[src/rtl/sram_ctrl.sv]
// sram_ctrl: single-port synchronous SRAM controller with a
// valid/ready request side, held read response and zero-fill.
// Ports:
//   clk, rst             clock, async active-high reset
//   req_valid/req_ready  request handshake
//   req_we/adr/wdata     request (1 = write, 0 = read)
//   rsp_valid/rsp_ready  read response handshake
//   rsp_rdata            read data, stable while rsp_valid
//   clr_start/clr_busy   zero-fill request and status
//   sram_nWE/adr/din     registered SRAM controls
//   sram_dout            SRAM read data, one edge after address
module sram_ctrl #(
  parameter int AW = 2,
  parameter int DW = 2
) (
  input  logic          clk,
  input  logic          rst,
  input  logic          req_valid,
  output logic          req_ready,
  input  logic          req_we,
  input  logic [AW-1:0] req_adr,
  input  logic [DW-1:0] req_wdata,
  output logic          rsp_valid,
  input  logic          rsp_ready,
  output logic [DW-1:0] rsp_rdata,
  input  logic          clr_start,
  output logic          clr_busy,
  output logic          sram_nWE,
  output logic [AW-1:0] sram_adr,
  output logic [DW-1:0] sram_din,
  input  logic [DW-1:0] sram_dout
);

  localparam logic [2:0] IDLE = 3'd0;
  localparam logic [2:0] WR   = 3'd1;
  localparam logic [2:0] RD   = 3'd2;
  localparam logic [2:0] CAP  = 3'd3;
  localparam logic [2:0] RSP  = 3'd4;
  localparam logic [2:0] CLR  = 3'd5;

  localparam logic [AW:0] LAST = {1'b0, {AW{1'b1}}};

  logic [2:0]    r_state;
  logic [AW:0]   r_cnt;
  logic          r_nwe;
  logic [AW-1:0] r_adr;
  logic [DW-1:0] r_din;
  logic          r_rsp_valid;
  logic [DW-1:0] r_rsp_rdata;
  logic          r_busy;
  logic [AW:0]   w_cnt_nxt;

  assign w_cnt_nxt = r_cnt + 1'b1;

  assign req_ready = (r_state == IDLE) & ~clr_start;
  assign rsp_valid = r_rsp_valid;
  assign rsp_rdata = r_rsp_rdata;
  assign clr_busy  = r_busy;
  assign sram_nWE  = r_nwe;
  assign sram_adr  = r_adr;
  assign sram_din  = r_din;

  // The clear drives address 0 on entry, so sram_adr always
  // equals the counter while clearing; the extra counter bit
  // keeps the last-address compare independent of wrap-around.
  always_ff @(posedge clk or posedge rst) begin
    if (rst) begin
      r_state     <= IDLE;
      r_cnt       <= '0;
      r_nwe       <= 1'b1;
      r_adr       <= '0;
      r_din       <= '0;
      r_rsp_valid <= 1'b0;
      r_rsp_rdata <= '0;
      r_busy      <= 1'b0;
    end else begin
      unique case (r_state)
        IDLE: begin
          if (clr_start) begin
            r_state <= CLR;
            r_cnt   <= '0;
            r_busy  <= 1'b1;
            r_nwe   <= 1'b0;
            r_adr   <= '0;
            r_din   <= '0;
          end else if (req_valid) begin
            r_adr <= req_adr;
            if (req_we) begin
              r_din   <= req_wdata;
              r_nwe   <= 1'b0;
              r_state <= WR;
            end else begin
              r_nwe   <= 1'b1;
              r_state <= RD;
            end
          end
        end
        WR: begin
          r_nwe   <= 1'b1;
          r_state <= IDLE;
        end
        RD: begin
          r_state <= CAP;
        end
        CAP: begin
          r_rsp_rdata <= sram_dout;
          r_rsp_valid <= 1'b1;
          r_state     <= RSP;
        end
        RSP: begin
          if (rsp_ready) begin
            r_rsp_valid <= 1'b0;
            r_state     <= IDLE;
          end
        end
        CLR: begin
          r_cnt <= w_cnt_nxt;
          if (r_cnt == LAST) begin
            r_nwe   <= 1'b1;
            r_busy  <= 1'b0;
            r_state <= IDLE;
          end else begin
            r_adr <= w_cnt_nxt[AW-1:0];
          end
        end
        default: begin
          r_nwe   <= 1'b1;
          r_busy  <= 1'b0;
          r_state <= IDLE;
        end
      endcase
    end
  end

endmodule

[config.mk]
export PLATFORM = sky130hd
export DESIGN_NAME = sram_ctrl
export DESIGN_NICKNAME = d
export VERILOG_FILES = /design/src/rtl/sram_ctrl.sv
export SDC_FILE = /design/constraint.sdc
export NUM_CORES = 1
export LEC_CHECK = 0
export ABC_CLOCK_PERIOD_IN_PS = 3500
export BUFFER_PORTS_ARGS = -buffer_cell sky130_fd_sc_hd__buf_2
export CAP_MARGIN = 5
export CORE_MARGIN = 3
export CORE_UTILIZATION = 25
export DETAILED_ROUTE_END_ITERATION = 6
export PLACE_DENSITY = 0.41
export SYNTH_ARGS = -nofsm -noshare
export SYNTH_HDL_FRONTEND = slang
export SYNTH_SLANG_ARGS = --single-unit
export TNS_END_PERCENT = 1
[constraint.sdc]
create_clock -name clk -period 3.5 [get_ports clk]
set_input_delay 0.175 -clock clk [delete_from_list [all_inputs] [get_ports clk]]
set_output_delay 0.175 -clock clk [all_outputs]
set_load 0.01 [all_outputs]
Yosys cells after proc, flatten, opt, wreduce, memory -nomap -nowiden. Index checks and enable logic that the tools add are counted.

Flip-flop bits (word level): 15. Input bits: 12. Output and inout bits: 10. Logic and storage cells: 63.

$add $sub $neg: 1. Equality and inequality tests: 11. Multiplexer cells: 25. Bitwise logic cells: 4. Reduce and logical (&&, ||, !) cells: 14.

Operators with widths (count): $mux W3 (5); $pmux W3 S5 (1); $reduce_and A3 Y1 (5); $mux W2 (7); $eq A3 B2 Y1 const B (3); $ne A2 B2 Y1 const B (4); $reduce_bool A2 Y1 (4); $mux W1 (7); $eq A3 B3 Y1 const B (2); $pmux W1 S3 (2); $pmux W3 S2 (1); $pmux W2 S2 (1); $reduce_and A2 Y1 (2); $reduce_or A4 Y1 (1); $add A3 B1 Y3 const B (1); $eq A3 B1 Y1 const B (1); $logic_not A3 Y1 (1); $ne A3 B3 Y1 const B (1); $not A1 Y1 (3); $reduce_or A3 Y1 (1); $pmux W1 S2 (1); $and A1 B1 Y1 (1).

Longest topological paths before layout.
Word-level depth: 4. Mapped depth: 6. Mapped depth without buffers: 6.

Worst setup path after synthesis. Ideal clock, no wire load.

Path kind: reg2reg. Start point: register r_cnt[0]. End point: register r_adr[1], in the netlist sram_adr[1]. Library setup time: 0.125 ns. Arrival: 1.498 ns. Required time: 3.375 ns. Setup slack: 1.877 ns. Cell stages (with the launch flop): 6. Buffers on the path: 0. Clock period less this slack: 1.623 ns. Cells stage by stage: dfrtp_1 > ha_1 > ha_1 > nand3b_1 > a21oi_1 > mux2_2.

Longest elaborated chain between the ends: 3. Elaborated cells on any way between the ends: 6. Classes of those cells: add/sub (1); eq/ne (2); mux (2); reduce/logical (1).

RTL lines: start: declaration (RTL line 44) `logic [AW:0] r_cnt;`; start signal: assignment (RTL line 117) `r_cnt <= w_cnt_nxt;`; $add A3 B1 Y3 or $eq A3 B2 Y1 (tied branches) (RTL line 53, 118); $mux W2 or $ne A2 B2 Y1 (tied branches); $pmux W2 S2 or $reduce_and A3 Y1 (tied branches); end signal: assignment (RTL line 87) `r_adr <= req_adr;`; end signal: assignment (RTL line 123) `r_adr <= w_cnt_nxt[AW-1:0];`; end: declaration (RTL line 46) `logic [AW-1:0] r_adr;`.

Several ways; a longest one is shown, not always the timed one. The select of a mux whose other input is x is not followed. A chain may end at the register's enable or synchronous reset.

Worst setup path in the final report. Same ends and word-level chain as after synthesis.

==> results.md <==
* Result of the run: completed
* Synth Area in Adders at ~3.1%
* Cell accounting for the most synthesized area: sky130_fd_sc_hd__dfrtp_1
* TritonCTS clock tree: built
* Hold path depth at 2
* Port-buffer cells at 21
* Tightest slew margin relative to the limit at between 60% and 70%
* Met1 layer wirelength in the final routing at 817 µm
* Share of the clock period used by the worst path after layout at slightly below 50%
* Dominant cell type by count on the critical path: sky130_fd_sc_hd__ha_1
* Final hold viol count at 0
* Endpoint arrival time on the critical path at about 1.9 ns
* Routed length on met2 at 795 µm
* Area taken by flip-flops and latches at 377 µm²
* Max cap viols at 0
* Count of unresolved DRC violations after routing at 0
* Worst Tran Pin Value at ~0.59 ns
* Worst reg2reg path startpoint: r_cnt[0]$_DFFE_PP0P_
* Core area at 2900 µm²
* Post-synthesis xor/xnor area fraction at 0%
* Cts bufs inserted at 3
* Clock slew at reported path FFs at approximately 0.10 ns
* Overall via count from detail_route at 667
* Element type at the critical path start: flip-flop
* Ratio of cells with drive above 1 in the final layout at 30.7%
* Maximum clock rate at roughly 580 MHz
* Post-DP HPWL at roughly 1300 µm
* # H-tree levels at 1
* Seq cells post-synth at 15
* Dominant combinational cell family by area after synthesis: simple AND/OR/NAND/NOR gates
* Total leakage power at 0.442 nW
* Reg-to-reg endpoint: sram_adr[1]$_DFFE_PP0P_
* DRT Pass-1 Iters at 4
* Final estimated routing congestion in global placement at roughly 0.65
* Cell count after synthesis at 81
* Fraction of synthesized area in multiplexers at around 7.4%
* Dominant cells by area after synthesis: sky130_fd_sc_hd__dfrtp_1, sky130_fd_sc_hd__nand3b_1, sky130_fd_sc_hd__a21oi_1
* Clock buffer depth at 2
* Post-synthesis area per instance at a little under 10 µm²
* CTS sink cnt at 15
* Initial Utilization at 27.6%
* Slack of the worst reg-to-reg path at 1.78 ns
* Critical-path cell with the highest stage delay: sky130_fd_sc_hd__dfrtp_1
* Simple-gate share of the synthesized area at 17.8%
* Post-route cell area at 956 µm²
* Number of antenna violations at the first check in global routing at 0
* Pin count of the biggest net entering global routing at 19
* Leading cell type in the layout, fill and taps excluded: sky130_fd_sc_hd__buf_2
* Die Y at about 63 µm
* Die width at 62.6 µm
* Element type at the critical path end: flip-flop
* Clock latency at the later pin of the worst-skew pair at 0.29 ns
* Endpoint of the worst hold-timing path: rsp_rdata[0]$_DFFE_PP0P_
* ANT cells at 0
* Pwr/cell area at around 800 nW/µm²
* DR WL/cell at ~12 µm
* Wire length of the first global-routing pass at around 3300 µm
* Number of enable-type register cells in the synthesized netlist at 0
* Proportion of netlist area held by the largest area contributor at 43.8%
* YS warnings at 0
* Instance area after placement at between 900 and 1000 µm²
* Compound-cell area share of the yosys netlist at between 15 and 20%
* Area of the multi-input gates at between 300 and 400 µm²
* Hold_sp: sram_dout[0]
* Area added between synthesis and finish at 19.6%
* Total count of max-transition violations in the final report at 0
* Setup TNS at 0 ns
* Clock Root Buffer: sky130_fd_sc_hd__clkbuf_4
* Async set-or-reset flop fraction in the synthesized netlist at between 90% and 100%
* Peak ir drop on the vdd network at between 200 and 300 µV
* Number of nets in the layout at ~120
* Highest metal layer with signal wires: met4
* Synthesized area at ~800 µm²
* Hold WC Path Type: primary input to flip-flop
* Final Routed Wirelength at 1760 µm
* Post-layout util at approximately a third
* Critical Path Max Stage Delay at 0.41 ns
* Highest-count cells in the layout ignoring fill and taps: sky130_fd_sc_hd__buf_2, sky130_fd_sc_hd__dfrtp_1, sky130_fd_sc_hd__a21oi_1, sky130_fd_sc_hd__nor2_1, sky130_fd_sc_hd__inv_1
* Min cycle time layout at 1.72 ns
* Final setup fails at 0
* Routed wire length on met3 at about 130 µm
* Floorplan row count at 19
* Final-layout fill cell count at around 330
* Top Ports at 22
* Setup bufs post-CTS at 0
* Net Count, Synth at 95
* Overall routing resource usage at about a tenth
* Routed vias/inst at approximately 4.7
* Layout Skew at 0.00921 ns
* Reg2Reg Depth at 5
* Sequential area share after synthesis at between 40% and 50%
* GR Overflow Total at 0
* Vias in the first global route at ~730
* Startpoint-to-endpoint class of the critical path: flip-flop to flip-flop
* Antenna-violating nets left at 0
* Total die area at about 3900 µm²
* Required arrival time at the worst endpoint at 3.68 ns
* RSZ-0062 raised after global routing: false
* Violation count after the first detailed-routing iteration at 29
* Peak fanout along the critical path at 4
* Post-synthesis cell type count at 29
* Flip-flop cell with the highest count after synthesis: sky130_fd_sc_hd__dfrtp_1
* Critical path cell sequence: ha_1, ha_1, nand3b_1, a21oi_1, mux2_2
[routing by layer]
metal,vias to the layer above,global-route usage (%)
met5,-,0
met4,0,4.13
met3,2,4.32
met2,18,16.6
met1,317,12.3
li1,330,-
[state kept, by name (all words and copies together) (netlist names)]
name       count
r_cnt          3
r_state        3
clr_busy       1
sram_adr       2
rsp_valid      1
sram_nWE       1
rsp_rdata      2
sram_din       2
[cell families after synthesis]
kind of cell               Yosys count
AOI/OAI and AO/OA                   22
buffers and inverters               12
and+or+nand+nor                     25
adders and majority gates            2
muxes                                5
DFF                                 15
[metrics by stage]
step / hold slack, ns / std cells / setup WS (ns) / total power, mW
2_1_floorplan: 0.0758 / 81 / 1.88 / 0.567
3_3_place_gp: 0.277 / 138 / 1.79 / 0.651
3_5_place_dp: 0.283 / 138 / 1.78 / 0.652
4_1_cts: 0.107 / 143 / 1.76 / 0.760
5_1_grt: 0.108 / 143 / 1.66 / 0.823
6_report: 0.121 / 143 / 1.78 / 0.745
[worst max-delay path by stage]
stage                         start                 endpoint  slack [ns]  cells past startpoint
2_1_floorplan  r_cnt[0]$_DFFE_PP0P_  sram_adr[1]$_DFFE_PP0P_        1.88                      5
3_3_place_gp   r_cnt[0]$_DFFE_PP0P_  sram_adr[1]$_DFFE_PP0P_        1.79                      5
3_5_place_dp   r_cnt[0]$_DFFE_PP0P_  sram_adr[1]$_DFFE_PP0P_        1.78                      5
4_1_cts        r_cnt[0]$_DFFE_PP0P_  sram_adr[1]$_DFFE_PP0P_        1.76                      5
5_1_grt        r_cnt[0]$_DFFE_PP0P_  sram_adr[1]$_DFFE_PP0P_        1.66                      5
6_report       r_cnt[0]$_DFFE_PP0P_  sram_adr[1]$_DFFE_PP0P_        1.78                      5
[Yosys cell counts (all sizes together), types with 3 or more instances]
| master | instances |
|---|---|
| mux2 | 4 |
| o22a | 3 |
| inv | 6 |
| a21oi | 8 |
| nor3 | 3 |
| nand3b | 5 |
| nor2 | 7 |
| dfrtp | 14 |
| nand2 | 3 |
| buf | 5 |
| o21ai | 6 |
| a31oi | 3 |
[power by group]
group	internal, mW	switching [mW]	total (mW)
clock network	0.0443	0.0567	0.101
registers	0.249	0.0923	0.341
logic	0.159	0.144	0.303
[layout make-up]
cell class	count	area share, %
Timing Repair Buffer	22	12.0
Multi-Input combinational cell	54	38.0
Inverter	6	2.36
Clock buffer	4	2.75
Sequential cell	15	39.4
Tap cell	42	5.50
[critical path, delay by kind of cell (launching register included)]
kind / cells / cell delay (ns)
compound gates: 1 / 0.26
fa+ha+maj: 2 / 0.41
mux: 1 / 0.36
flops: 1 / 0.41
simple gates: 1 / 0.18
[timing repair]
item / in CTS / in global routing
hold endpoints to repair: 14 / 0
gates resized for setup: 0 / 0
hold buffers: 1 / 0
Power figures use the tool's default switching activity.
